## config.mk

```make
export PLATFORM = sky130hd
export DESIGN_NAME = decode_issue_stage
export DESIGN_NICKNAME = d
export VERILOG_FILES = /design/src/rtl/decode_pkg.sv /design/src/rtl/decode_regfile.sv /design/src/rtl/decode_issue_stage.sv
export SDC_FILE = /design/constraint.sdc
export NUM_CORES = 2
export LEC_CHECK = 0
export CORE_MARGIN = 4
export CORE_UTILIZATION = 40
export DETAILED_ROUTE_END_ITERATION = 8
export GPL_ROUTABILITY_DRIVEN = 1
export PLACE_DENSITY_LB_ADDON = 0.25
export SLEW_MARGIN = 20
export SYNTH_ARGS = -nofsm -noshare
export SYNTH_HDL_FRONTEND = slang
export SYNTH_SLANG_ARGS = --single-unit
```

## constraint.sdc

```tcl
create_clock -name clk -period 37.3 [get_ports clk]
set_clock_uncertainty 0.1 [all_clocks]
set_input_delay 3.73 -clock clk [delete_from_list [all_inputs] [get_ports clk]]
set_output_delay 3.73 -clock clk [all_outputs]
set_load 0.05 [all_outputs]
```

## src/rtl/decode_pkg.sv

```systemverilog
// ============================================================================
// Module   : decode_pkg
// Purpose  : Shared definitions for the RV32 decode/issue stage: opcode
//            constants, ALU control codes, the control-signal bundle and
//            small decode helper functions.
// Ports    : none (package)
// Config   : DECODE_RV32M_EN (consumed by decode_issue_stage) enables the
//            M-extension codes ALU_MUL..ALU_REMU.
// Revision : 1.0 - initial release
// ============================================================================
`default_nettype none

package decode_pkg;

  // Major opcodes (instr[6:0])
  localparam logic [6:0] OPC_LUI    = 7'b0110111;
  localparam logic [6:0] OPC_AUIPC  = 7'b0010111;
  localparam logic [6:0] OPC_JAL    = 7'b1101111;
  localparam logic [6:0] OPC_JALR   = 7'b1100111;
  localparam logic [6:0] OPC_BRANCH = 7'b1100011;
  localparam logic [6:0] OPC_LOAD   = 7'b0000011;
  localparam logic [6:0] OPC_STORE  = 7'b0100011;
  localparam logic [6:0] OPC_OPIMM  = 7'b0010011;
  localparam logic [6:0] OPC_OP     = 7'b0110011;

  // funct7 values that select operation variants
  localparam logic [6:0] F7_BASE = 7'b0000000;
  localparam logic [6:0] F7_ALT  = 7'b0100000;
  localparam logic [6:0] F7_MULD = 7'b0000001;

  // ALU control codes
  localparam logic [4:0] ALU_ADD   = 5'd0;
  localparam logic [4:0] ALU_SUB   = 5'd1;
  localparam logic [4:0] ALU_SLL   = 5'd2;
  localparam logic [4:0] ALU_SLT   = 5'd3;
  localparam logic [4:0] ALU_SLTU  = 5'd4;
  localparam logic [4:0] ALU_XOR   = 5'd5;
  localparam logic [4:0] ALU_SRL   = 5'd6;
  localparam logic [4:0] ALU_SRA   = 5'd7;
  localparam logic [4:0] ALU_OR    = 5'd8;
  localparam logic [4:0] ALU_AND   = 5'd9;
  localparam logic [4:0] ALU_PASSB = 5'd10;
  localparam logic [4:0] ALU_MUL   = 5'd16;  // MUL..REMU follow as 16 + funct3

  typedef struct packed {
    logic alusrc;
    logic memtoreg;
    logic regwrite;
    logic memread;
    logic memwrite;
    logic branch;
    logic jump;
    logic jalr;
  } ctrl_t;

  // True when a 5-bit register index addresses an implemented register.
  function automatic logic idx_ok(input logic [4:0] idx, input int unsigned nregs);
    return (32'(idx) < nregs);
  endfunction

  function automatic logic [31:0] imm_i(input logic [31:0] ins);
    return {{20{ins[31]}}, ins[31:20]};
  endfunction

  function automatic logic [31:0] imm_s(input logic [31:0] ins);
    return {{20{ins[31]}}, ins[31:25], ins[11:7]};
  endfunction

  function automatic logic [31:0] imm_b(input logic [31:0] ins);
    return {{20{ins[31]}}, ins[7], ins[30:25], ins[11:8], 1'b0};
  endfunction

  function automatic logic [31:0] imm_u(input logic [31:0] ins);
    return {ins[31:12], 12'b0};
  endfunction

  function automatic logic [31:0] imm_j(input logic [31:0] ins);
    return {{12{ins[31]}}, ins[19:12], ins[20], ins[30:21], 1'b0};
  endfunction

endpackage

`default_nettype wire

```

## src/rtl/decode_regfile.sv

```systemverilog
// ============================================================================
// Module   : decode_regfile
// Purpose  : Architectural register file with two combinational read ports,
//            one write port and same-cycle write-to-read bypass. x0 reads 0
//            and ignores writes; indices >= NREGS read 0 and are not written.
// Ports    : clk, reset (async, active-high)
//            rs1_i, rs2_i      - read indices
//            rdata1_o, rdata2_o- read data (bypassed)
//            we_i, rd_i, wdata_i - write port, lands on the rising edge
// Revision : 1.0 - initial release
// ============================================================================
`default_nettype none

module decode_regfile
  import decode_pkg::*;
#(
  parameter int NREGS = 32,
  parameter int XLEN  = 32
) (
  input  logic            clk,
  input  logic            reset,
  input  logic [4:0]      rs1_i,
  input  logic [4:0]      rs2_i,
  output logic [XLEN-1:0] rdata1_o,
  output logic [XLEN-1:0] rdata2_o,
  input  logic            we_i,
  input  logic [4:0]      rd_i,
  input  logic [XLEN-1:0] wdata_i
);

  localparam int IDX_W = $clog2(NREGS);

  logic [XLEN-1:0] regs_q [NREGS];

  logic w_write;
  logic w_byp1;
  logic w_byp2;
  logic w_ok1;
  logic w_ok2;

  assign w_write = we_i && (rd_i != 5'd0) && idx_ok(rd_i, NREGS);
  assign w_ok1   = (rs1_i != 5'd0) && idx_ok(rs1_i, NREGS);
  assign w_ok2   = (rs2_i != 5'd0) && idx_ok(rs2_i, NREGS);
  assign w_byp1  = we_i && (rd_i == rs1_i);
  assign w_byp2  = we_i && (rd_i == rs2_i);

  always_ff @(posedge clk or posedge reset) begin
    if (reset) begin
      for (int i = 0; i < NREGS; i++) begin
        regs_q[i] <= '0;
      end
    end else if (w_write) begin
      regs_q[rd_i[IDX_W-1:0]] <= wdata_i;
    end
  end

  // Bypass only applies to in-range, non-zero sources, so x0 stays 0 even
  // when a write-back targets it in the same cycle.
  assign rdata1_o = !w_ok1 ? '0 : (w_byp1 ? wdata_i : regs_q[rs1_i[IDX_W-1:0]]);
  assign rdata2_o = !w_ok2 ? '0 : (w_byp2 ? wdata_i : regs_q[rs2_i[IDX_W-1:0]]);

endmodule

`default_nettype wire

```

## src/rtl/decode_issue_stage.sv

```systemverilog
// ============================================================================
// Module   : decode_issue_stage
// Purpose  : Registered RV32 decode stage. Decodes one instruction per cycle
//            into operands, immediate and control, owns the register file,
//            inserts load-use bubbles and handshakes with fetch/execute.
// Ports    : clk, reset (async, active-high)
//            in_valid/in_ready/in_instr/in_pc/in_pc4 - from fetch
//            wb_we/wb_rd/wb_data                   - register write-back
//            flush                                 - kill slot and input
//            out_valid/out_ready + out_*           - ID/EX slot to execute
//            hazard_stall                          - load-use bubble this cycle
// Config   : DECODE_RV32M_EN - decode OP funct7=0000001 as the M extension
//            (aluctl 16..23); when undefined those encodings are illegal.
// Revision : 1.0 - initial release
// ============================================================================
`default_nettype none

module decode_issue_stage
  import decode_pkg::*;
#(
  parameter int XLEN     = 32,
  parameter int NREGS    = 32,
  parameter int ALUCTL_W = 5
) (
  input  logic                clk,
  input  logic                reset,
  input  logic                in_valid,
  output logic                in_ready,
  input  logic [31:0]         in_instr,
  input  logic [XLEN-1:0]     in_pc,
  input  logic [XLEN-1:0]     in_pc4,
  input  logic                wb_we,
  input  logic [4:0]          wb_rd,
  input  logic [XLEN-1:0]     wb_data,
  input  logic                flush,
  output logic                out_valid,
  input  logic                out_ready,
  output logic [XLEN-1:0]     out_rd1,
  output logic [XLEN-1:0]     out_rd2,
  output logic [XLEN-1:0]     out_imm,
  output logic [XLEN-1:0]     out_pc,
  output logic [XLEN-1:0]     out_pc4,
  output logic [4:0]          out_rs1,
  output logic [4:0]          out_rs2,
  output logic [4:0]          out_rd,
  output logic [2:0]          out_funct3,
  output logic                out_alusrc,
  output logic                out_memtoreg,
  output logic                out_regwrite,
  output logic                out_memread,
  output logic                out_memwrite,
  output logic                out_branch,
  output logic                out_jump,
  output logic                out_jalr,
  output logic [ALUCTL_W-1:0] out_aluctl,
  output logic                out_illegal,
  output logic                hazard_stall
);

  // ---------------------------------------------------------------- fields
  logic [6:0] w_opc;
  logic [4:0] w_rs1;
  logic [4:0] w_rs2;
  logic [4:0] w_rd;
  logic [2:0] w_f3;
  logic [6:0] w_f7;

  assign w_opc = in_instr[6:0];
  assign w_rd  = in_instr[11:7];
  assign w_f3  = in_instr[14:12];
  assign w_rs1 = in_instr[19:15];
  assign w_rs2 = in_instr[24:20];
  assign w_f7  = in_instr[31:25];

  // ---------------------------------------------------------------- decode
  ctrl_t       w_ctrl;
  logic [4:0]  w_alu;
  logic [31:0] w_imm;
  logic        w_illegal;
  logic        w_use_rs1;
  logic        w_use_rs2;
  logic        w_use_rd;

  always_comb begin
    w_ctrl    = '0;
    w_alu     = ALU_ADD;
    w_imm     = '0;
    w_illegal = 1'b0;
    w_use_rs1 = 1'b0;
    w_use_rs2 = 1'b0;
    w_use_rd  = 1'b0;

    case (w_opc)
      OPC_LUI: begin
        w_ctrl.alusrc   = 1'b1;
        w_ctrl.regwrite = 1'b1;
        w_alu           = ALU_PASSB;
        w_imm           = imm_u(in_instr);
        w_use_rd        = 1'b1;
      end
      OPC_AUIPC: begin
        w_ctrl.alusrc   = 1'b1;
        w_ctrl.regwrite = 1'b1;
        w_imm           = imm_u(in_instr);
        w_use_rd        = 1'b1;
      end
      OPC_JAL: begin
        w_ctrl.jump     = 1'b1;
        w_ctrl.regwrite = 1'b1;
        w_imm           = imm_j(in_instr);
        w_use_rd        = 1'b1;
      end
      OPC_JALR: begin
        w_ctrl.alusrc   = 1'b1;
        w_ctrl.jump     = 1'b1;
        w_ctrl.jalr     = 1'b1;
        w_ctrl.regwrite = 1'b1;
        w_imm           = imm_i(in_instr);
        w_use_rs1       = 1'b1;
        w_use_rd        = 1'b1;
        w_illegal       = (w_f3 != 3'b000);
      end
      OPC_BRANCH: begin
        w_ctrl.branch = 1'b1;
        w_alu         = ALU_SUB;
        w_imm         = imm_b(in_instr);
        w_use_rs1     = 1'b1;
        w_use_rs2     = 1'b1;
        w_illegal     = (w_f3 == 3'b010) || (w_f3 == 3'b011);
      end
      OPC_LOAD: begin
        w_ctrl.alusrc   = 1'b1;
        w_ctrl.memread  = 1'b1;
        w_ctrl.memtoreg = 1'b1;
        w_ctrl.regwrite = 1'b1;
        w_imm           = imm_i(in_instr);
        w_use_rs1       = 1'b1;
        w_use_rd        = 1'b1;
        w_illegal       = (w_f3 == 3'b011) || (w_f3 == 3'b110) || (w_f3 == 3'b111);
      end
      OPC_STORE: begin
        w_ctrl.alusrc   = 1'b1;
        w_ctrl.memwrite = 1'b1;
        w_imm           = imm_s(in_instr);
        w_use_rs1       = 1'b1;
        w_use_rs2       = 1'b1;
        w_illegal       = (w_f3[2] == 1'b1) || (w_f3 == 3'b011);
      end
      OPC_OPIMM: begin
        w_ctrl.alusrc   = 1'b1;
        w_ctrl.regwrite = 1'b1;
        w_imm           = imm_i(in_instr);
        w_use_rs1       = 1'b1;
        w_use_rd        = 1'b1;
        case (w_f3)
          3'b000: w_alu = ALU_ADD;
          3'b010: w_alu = ALU_SLT;
          3'b011: w_alu = ALU_SLTU;
          3'b100: w_alu = ALU_XOR;
          3'b110: w_alu = ALU_OR;
          3'b111: w_alu = ALU_AND;
          3'b001: begin
            w_alu     = ALU_SLL;
            w_illegal = (w_f7 != F7_BASE);
          end
          default: begin  // 3'b101: SRLI / SRAI selected by funct7
            w_alu     = (w_f7 == F7_ALT) ? ALU_SRA : ALU_SRL;
            w_illegal = (w_f7 != F7_BASE) && (w_f7 != F7_ALT);
          end
        endcase
      end
      OPC_OP: begin
        w_ctrl.regwrite = 1'b1;
        w_use_rs1       = 1'b1;
        w_use_rs2       = 1'b1;
        w_use_rd        = 1'b1;
        case (w_f7)
          F7_BASE: begin
            case (w_f3)
              3'b000:  w_alu = ALU_ADD;
              3'b001:  w_alu = ALU_SLL;
              3'b010:  w_alu = ALU_SLT;
              3'b011:  w_alu = ALU_SLTU;
              3'b100:  w_alu = ALU_XOR;
              3'b101:  w_alu = ALU_SRL;
              3'b110:  w_alu = ALU_OR;
              default: w_alu = ALU_AND;
            endcase
          end
          F7_ALT: begin
            if (w_f3 == 3'b000) begin
              w_alu = ALU_SUB;
            end else if (w_f3 == 3'b101) begin
              w_alu = ALU_SRA;
            end else begin
              w_illegal = 1'b1;
            end
          end
`ifdef DECODE_RV32M_EN
          F7_MULD: w_alu = ALU_MUL | {2'b00, w_f3};
`endif
          default: w_illegal = 1'b1;
        endcase
      end
      default: w_illegal = 1'b1;
    endcase

    // Register indices beyond the implemented file (RV32E) are illegal, but
    // only for fields the format actually uses as register numbers.
    if ((w_use_rs1 && !idx_ok(w_rs1, NREGS)) ||
        (w_use_rs2 && !idx_ok(w_rs2, NREGS)) ||
        (w_use_rd  && !idx_ok(w_rd,  NREGS))) begin
      w_illegal = 1'b1;
    end

    if (w_illegal) begin
      w_ctrl = '0;
      w_alu  = ALU_ADD;
    end
  end

  // --------------------------------------------------------- register file
  logic [XLEN-1:0] w_rdata1;
  logic [XLEN-1:0] w_rdata2;

  decode_regfile #(
    .NREGS (NREGS),
    .XLEN  (XLEN)
  ) u_regfile (
    .clk      (clk),
    .reset    (reset),
    .rs1_i    (w_rs1),
    .rs2_i    (w_rs2),
    .rdata1_o (w_rdata1),
    .rdata2_o (w_rdata2),
    .we_i     (wb_we),
    .rd_i     (wb_rd),
    .wdata_i  (wb_data)
  );

  // ------------------------------------------------------------ slot state
  logic                out_valid_q;
  logic                out_valid_d;
  logic [XLEN-1:0]     rd1_q, rd2_q, imm_q, pc_q, pc4_q;
  logic [4:0]          rs1_q, rs2_q, rd_q;
  logic [2:0]          funct3_q;
  ctrl_t               ctrl_q;
  logic [ALUCTL_W-1:0] aluctl_q;
  logic                illegal_q;

  // Load-use: the slot holds a load whose destination the incoming
  // instruction reads. rs2 is only a register for OP/STORE/BRANCH.
  logic w_hazard;
  logic w_load;

  assign w_hazard = out_valid_q && ctrl_q.memread && (rd_q != 5'd0) && in_valid &&
                    ((w_use_rs1 && (w_rs1 == rd_q)) || (w_use_rs2 && (w_rs2 == rd_q)));

  assign in_ready     = (!out_valid_q || out_ready) && !w_hazard && !flush;
  assign hazard_stall = w_hazard && !flush;
  assign w_load       = in_valid && in_ready;

  // Flush wins over load and hold; otherwise a consumed slot that is not
  // refilled (including the load-use case) drops to a bubble.
  always_comb begin
    out_valid_d = out_valid_q;
    if (flush) begin
      out_valid_d = 1'b0;
    end else if (w_load) begin
      out_valid_d = 1'b1;
    end else if (out_ready) begin
      out_valid_d = 1'b0;
    end
  end

  always_ff @(posedge clk or posedge reset) begin
    if (reset) begin
      out_valid_q <= 1'b0;
      rd1_q       <= '0;
      rd2_q       <= '0;
      imm_q       <= '0;
      pc_q        <= '0;
      pc4_q       <= '0;
      rs1_q       <= '0;
      rs2_q       <= '0;
      rd_q        <= '0;
      funct3_q    <= '0;
      ctrl_q      <= '0;
      aluctl_q    <= '0;
      illegal_q   <= 1'b0;
    end else begin
      out_valid_q <= out_valid_d;
      if (w_load) begin
        rd1_q     <= w_rdata1;
        rd2_q     <= w_rdata2;
        imm_q     <= XLEN'($signed(w_imm));
        pc_q      <= in_pc;
        pc4_q     <= in_pc4;
        rs1_q     <= w_rs1;
        rs2_q     <= w_rs2;
        rd_q      <= w_rd;
        funct3_q  <= w_f3;
        ctrl_q    <= w_ctrl;
        aluctl_q  <= ALUCTL_W'(w_alu);
        illegal_q <= w_illegal;
      end
    end
  end

  // ---------------------------------------------------------------- outputs
  assign out_valid    = out_valid_q;
  assign out_rd1      = rd1_q;
  assign out_rd2      = rd2_q;
  assign out_imm      = imm_q;
  assign out_pc       = pc_q;
  assign out_pc4      = pc4_q;
  assign out_rs1      = rs1_q;
  assign out_rs2      = rs2_q;
  assign out_rd       = rd_q;
  assign out_funct3   = funct3_q;
  assign out_alusrc   = ctrl_q.alusrc;
  assign out_memtoreg = ctrl_q.memtoreg;
  assign out_regwrite = ctrl_q.regwrite;
  assign out_memread  = ctrl_q.memread;
  assign out_memwrite = ctrl_q.memwrite;
  assign out_branch   = ctrl_q.branch;
  assign out_jump     = ctrl_q.jump;
  assign out_jalr     = ctrl_q.jalr;
  assign out_aluctl   = aluctl_q;
  assign out_illegal  = illegal_q;

endmodule

`default_nettype wire

```

==> run_results.csv <==
group,metric,value,unit
routing,wl_per_cell,32.94,um
synth,syn_area_per_cell,13.60,um2
synth,yosys_warnings,0,
worst_setup_path,end_kind,"output pin",
synth,synth-seq-area-share,47.91,%
timing,max_freq,93.15,MHz
synth,synth_area_leaders,"dfrtp_1 (48%), mux2_2 (20%), mux4_2 (11%)",
timing,hold_violations,0,
floorplanning,start_util,40.44,%
floorplanning,rows,145,
pwr,power_density,55.54,nW/um2
grt,grt_pass1_wl,327900,um
synth,synth_fp_nets,4805,
layout,area_growth,14.74,%
routing,vias_per_cell,6.404,
timing,fin_setup_tns,0,ns
synth,synth_top_area_cell,"dfrtp_1",
timing,drv_slew,0,
timing,worst_pin_slew,1.193,ns
synth,synth_area,63470,um2
synth,ys_ff_latch,1215,
placement,post-dp-hpwl,131300,um
layout,drive_above_1_share,39.13,%
worst_setup_path,worstPathArrival,6.91,ns
grt,antenna_found_initial,23,
placement,gp_congestion,0.8772,
clock_network,cts_max_level,4,
timing,rsz0062_at_grt,"no",
worst_setup_path,crit_type,"in -> out",
clock_network,clock_sinks,1215,
hold_path,whs_path_depth,0,
hold_path,hold_class,"reg -> reg",
routing,remaining_drc_errors,0,
clock_network,clockRootBuffer,"clkbuf_16",
synth,synth_cells,4666,
pwr,ir_drop,0.00004925,V
timing,min_period,10.74,ns
clock_network,cts_tree,"done",
layout,fin_nets,4877,
routing,vias,44330,
grt,grt_pass1_vias,44550,
layout,layout_common_cells,"dfrtp_1 (1,215), mux2_2 (1,111), mux2i_1 (410)",
timing,relSlewSlack,20.32,%
synth,synthArstFlopShare,100.0,%
timing,holdWs,0.2999,ns
worst_setup_path,required,33.47,ns
floorplanning,design.die.area,165100,um2
timing,setup_violations,0,
worst_setup_path,r2r_cells,8,
clock_network,cts_setup_buffers,0,
routing,first_pass_iters,6,
run,cap_violations,0,
clock_network,cts_resized,0,
floorplanning,io_pins,334,
synth,synthFlopType,"dfrtp_1",
floorplanning,core-area,156900,um2
routing,drt_iter0_markers,4055,
clock_network,cts_buffers,137,
synth,synth.distinct_cells,67,
layout,layout_commonest_cell,"dfrtp_1",
routing,antenna_left,0,
clock_network,cts.clk_slew.worst_paths,0.06,ns
floorplanning,die_x,406.3,um
floorplanning,die_h,406.3,um
layout,finalNonFillerCells,6922,
synth,synth_top_area_share,47.91,%
clock_network,clockBufferDepth,3,
routing,wl,228000,um
clock_network,clock_latency,0.78,ns
timing,fin_crit_sh,28.78,%
grt,grt_overflow_total,0,
run_status,status,"complete, no violations",
grt,grt_max_degree,172,
placement,place.port_buffers,332,
worst_setup_path,start_kind,"input port",
synth,synth_edf_count,0,
worst_setup_path,worstPathMaxFanout,48,
pwr,leakagePower,0.03122,uW
clock_network,postCtsHoldBufs,0,
grt,grt_util_all_layers,27.27,%
placement,placed_cells,6657,
==> per-layer routing <==
metal  track usage [%]  vias to the layer above  part of all wire (%)
li1                  -                    17890                     -
met1             35.79                    23760                    41
met2             42.76                     2148                    46
met3             6.253                      530                   8.4
met4             13.27                        4                   4.9
met5                 0                        -                 0.012
==> through the flow <==
stage                     utilization [%]  total power [uW]  worst slack (ns)  cell area, um2
after detailed placement            43.51              2667             26.61           68280
after floorplan                         -              2382             16.68           63470
after global routing                46.40              4205             26.48           72810
after CTS                           46.42              4062             26.61           72850
after global placement              43.52              2645             26.60           68300
final                               46.40              4045             26.56           72820
==> worst paths after layout <==
check                                       start  slack, ns                      to
max reg2reg                             out_rd[2]      32.71              out_pc[29]
min in group asynchronous                   reset       3.30             out_pc4[12]
max                                   in_instr[2]      26.56                in_ready
min                        u_regfile.regs_q[1021]       0.30  u_regfile.regs_q[1021]
max in group asynchronous                   reset      29.91   u_regfile.regs_q[170]
min reg2reg                u_regfile.regs_q[1021]       0.30  u_regfile.regs_q[1021]
==> worst max-delay path, cell delays in order <==
cell and delay (ns):
clkdlybuf4s50_1 0.70, and4bb_4 0.32, nand2_2 0.11, a2111oi_4 0.08
o211ai_4 0.19, buf_4 0.69, and3b_1 0.27, clkdlybuf4s50_1 0.80
==> report_power, final <==
group	internal, uW	switching, uW	total, uW	leakage (uW)
clock	822	569	1390	0.00225
combinational	457	446	903	0.0136
sequential	1560	188	1750	0.0154
total	2840	1200	4040	0.0312
==> kinds of logic (layout without fill, tap and decap cells) <==
group                  Yosys count  after routing  synth area share (%)
buffers and inverters          531            710                 3.769
XOR/XNOR                        22             22                0.3036
AO/OA/AOI/OAI                  702            702                 7.517
multiplexers                  1878           1878                 38.18
AND/OR/NAND/NOR                317            317                 2.314
flip-flops                    1215           1215                 47.91
other                            1             20              0.005909
==> synth_stat cells, types with 3 or more instances <==
master / count
a211o_1: 12
a211oi_1: 11
a21boi_0: 8
a21oi_1: 271
a221o_1: 7
a221oi_1: 76
a22o_1: 5
a22oi_1: 62
a311o_1: 19
a31o_2: 7
a31oi_1: 64
and2_1: 7
and3b_1: 3
buf_1: 55
buf_2: 85
buf_4: 49
buf_6: 14
clkbuf_1: 316
dfrtp_1: 1215
inv_1: 11
mux2_1: 4
mux2_2: 1111
mux2_4: 50
mux2i_1: 410
mux4_2: 303
nand2_1: 157
nand2b_1: 6
nand3_1: 27
nand3b_1: 7
nand4_1: 9
nor2_1: 54
nor2b_1: 13
nor3_1: 7
nor3b_1: 5
o211ai_1: 17
o21ai_0: 33
o221ai_1: 91
or3_1: 5
or3b_2: 4
xnor2_1: 16
xor2_1: 6
==> registers in the layout (all words and copies together) (netlist names), 3 cells and up <==
signal	flops
out_rd	5
out_funct3	3
out_imm	32
u_regfile.regs_q	1024
out_rs1	5
out_aluctl	4
out_rd1	32
out_rs2	5
out_rd2	32
out_pc	32
out_pc4	32
==> layout make-up <==
type                            instances  area [um2]
Tap cell                             2058        2575
Inverter                               11       45.04
Fill cell                           13900       84110
Multi-Input combinational cell       2920       30940
Sequential cell                      1215       30400
Timing Repair Buffer                  453        4234
Antenna cell                           19       47.55
Clock buffer                          208        4105
Clock inverter                         38       469.2
(Power assumes the default switching activity.)
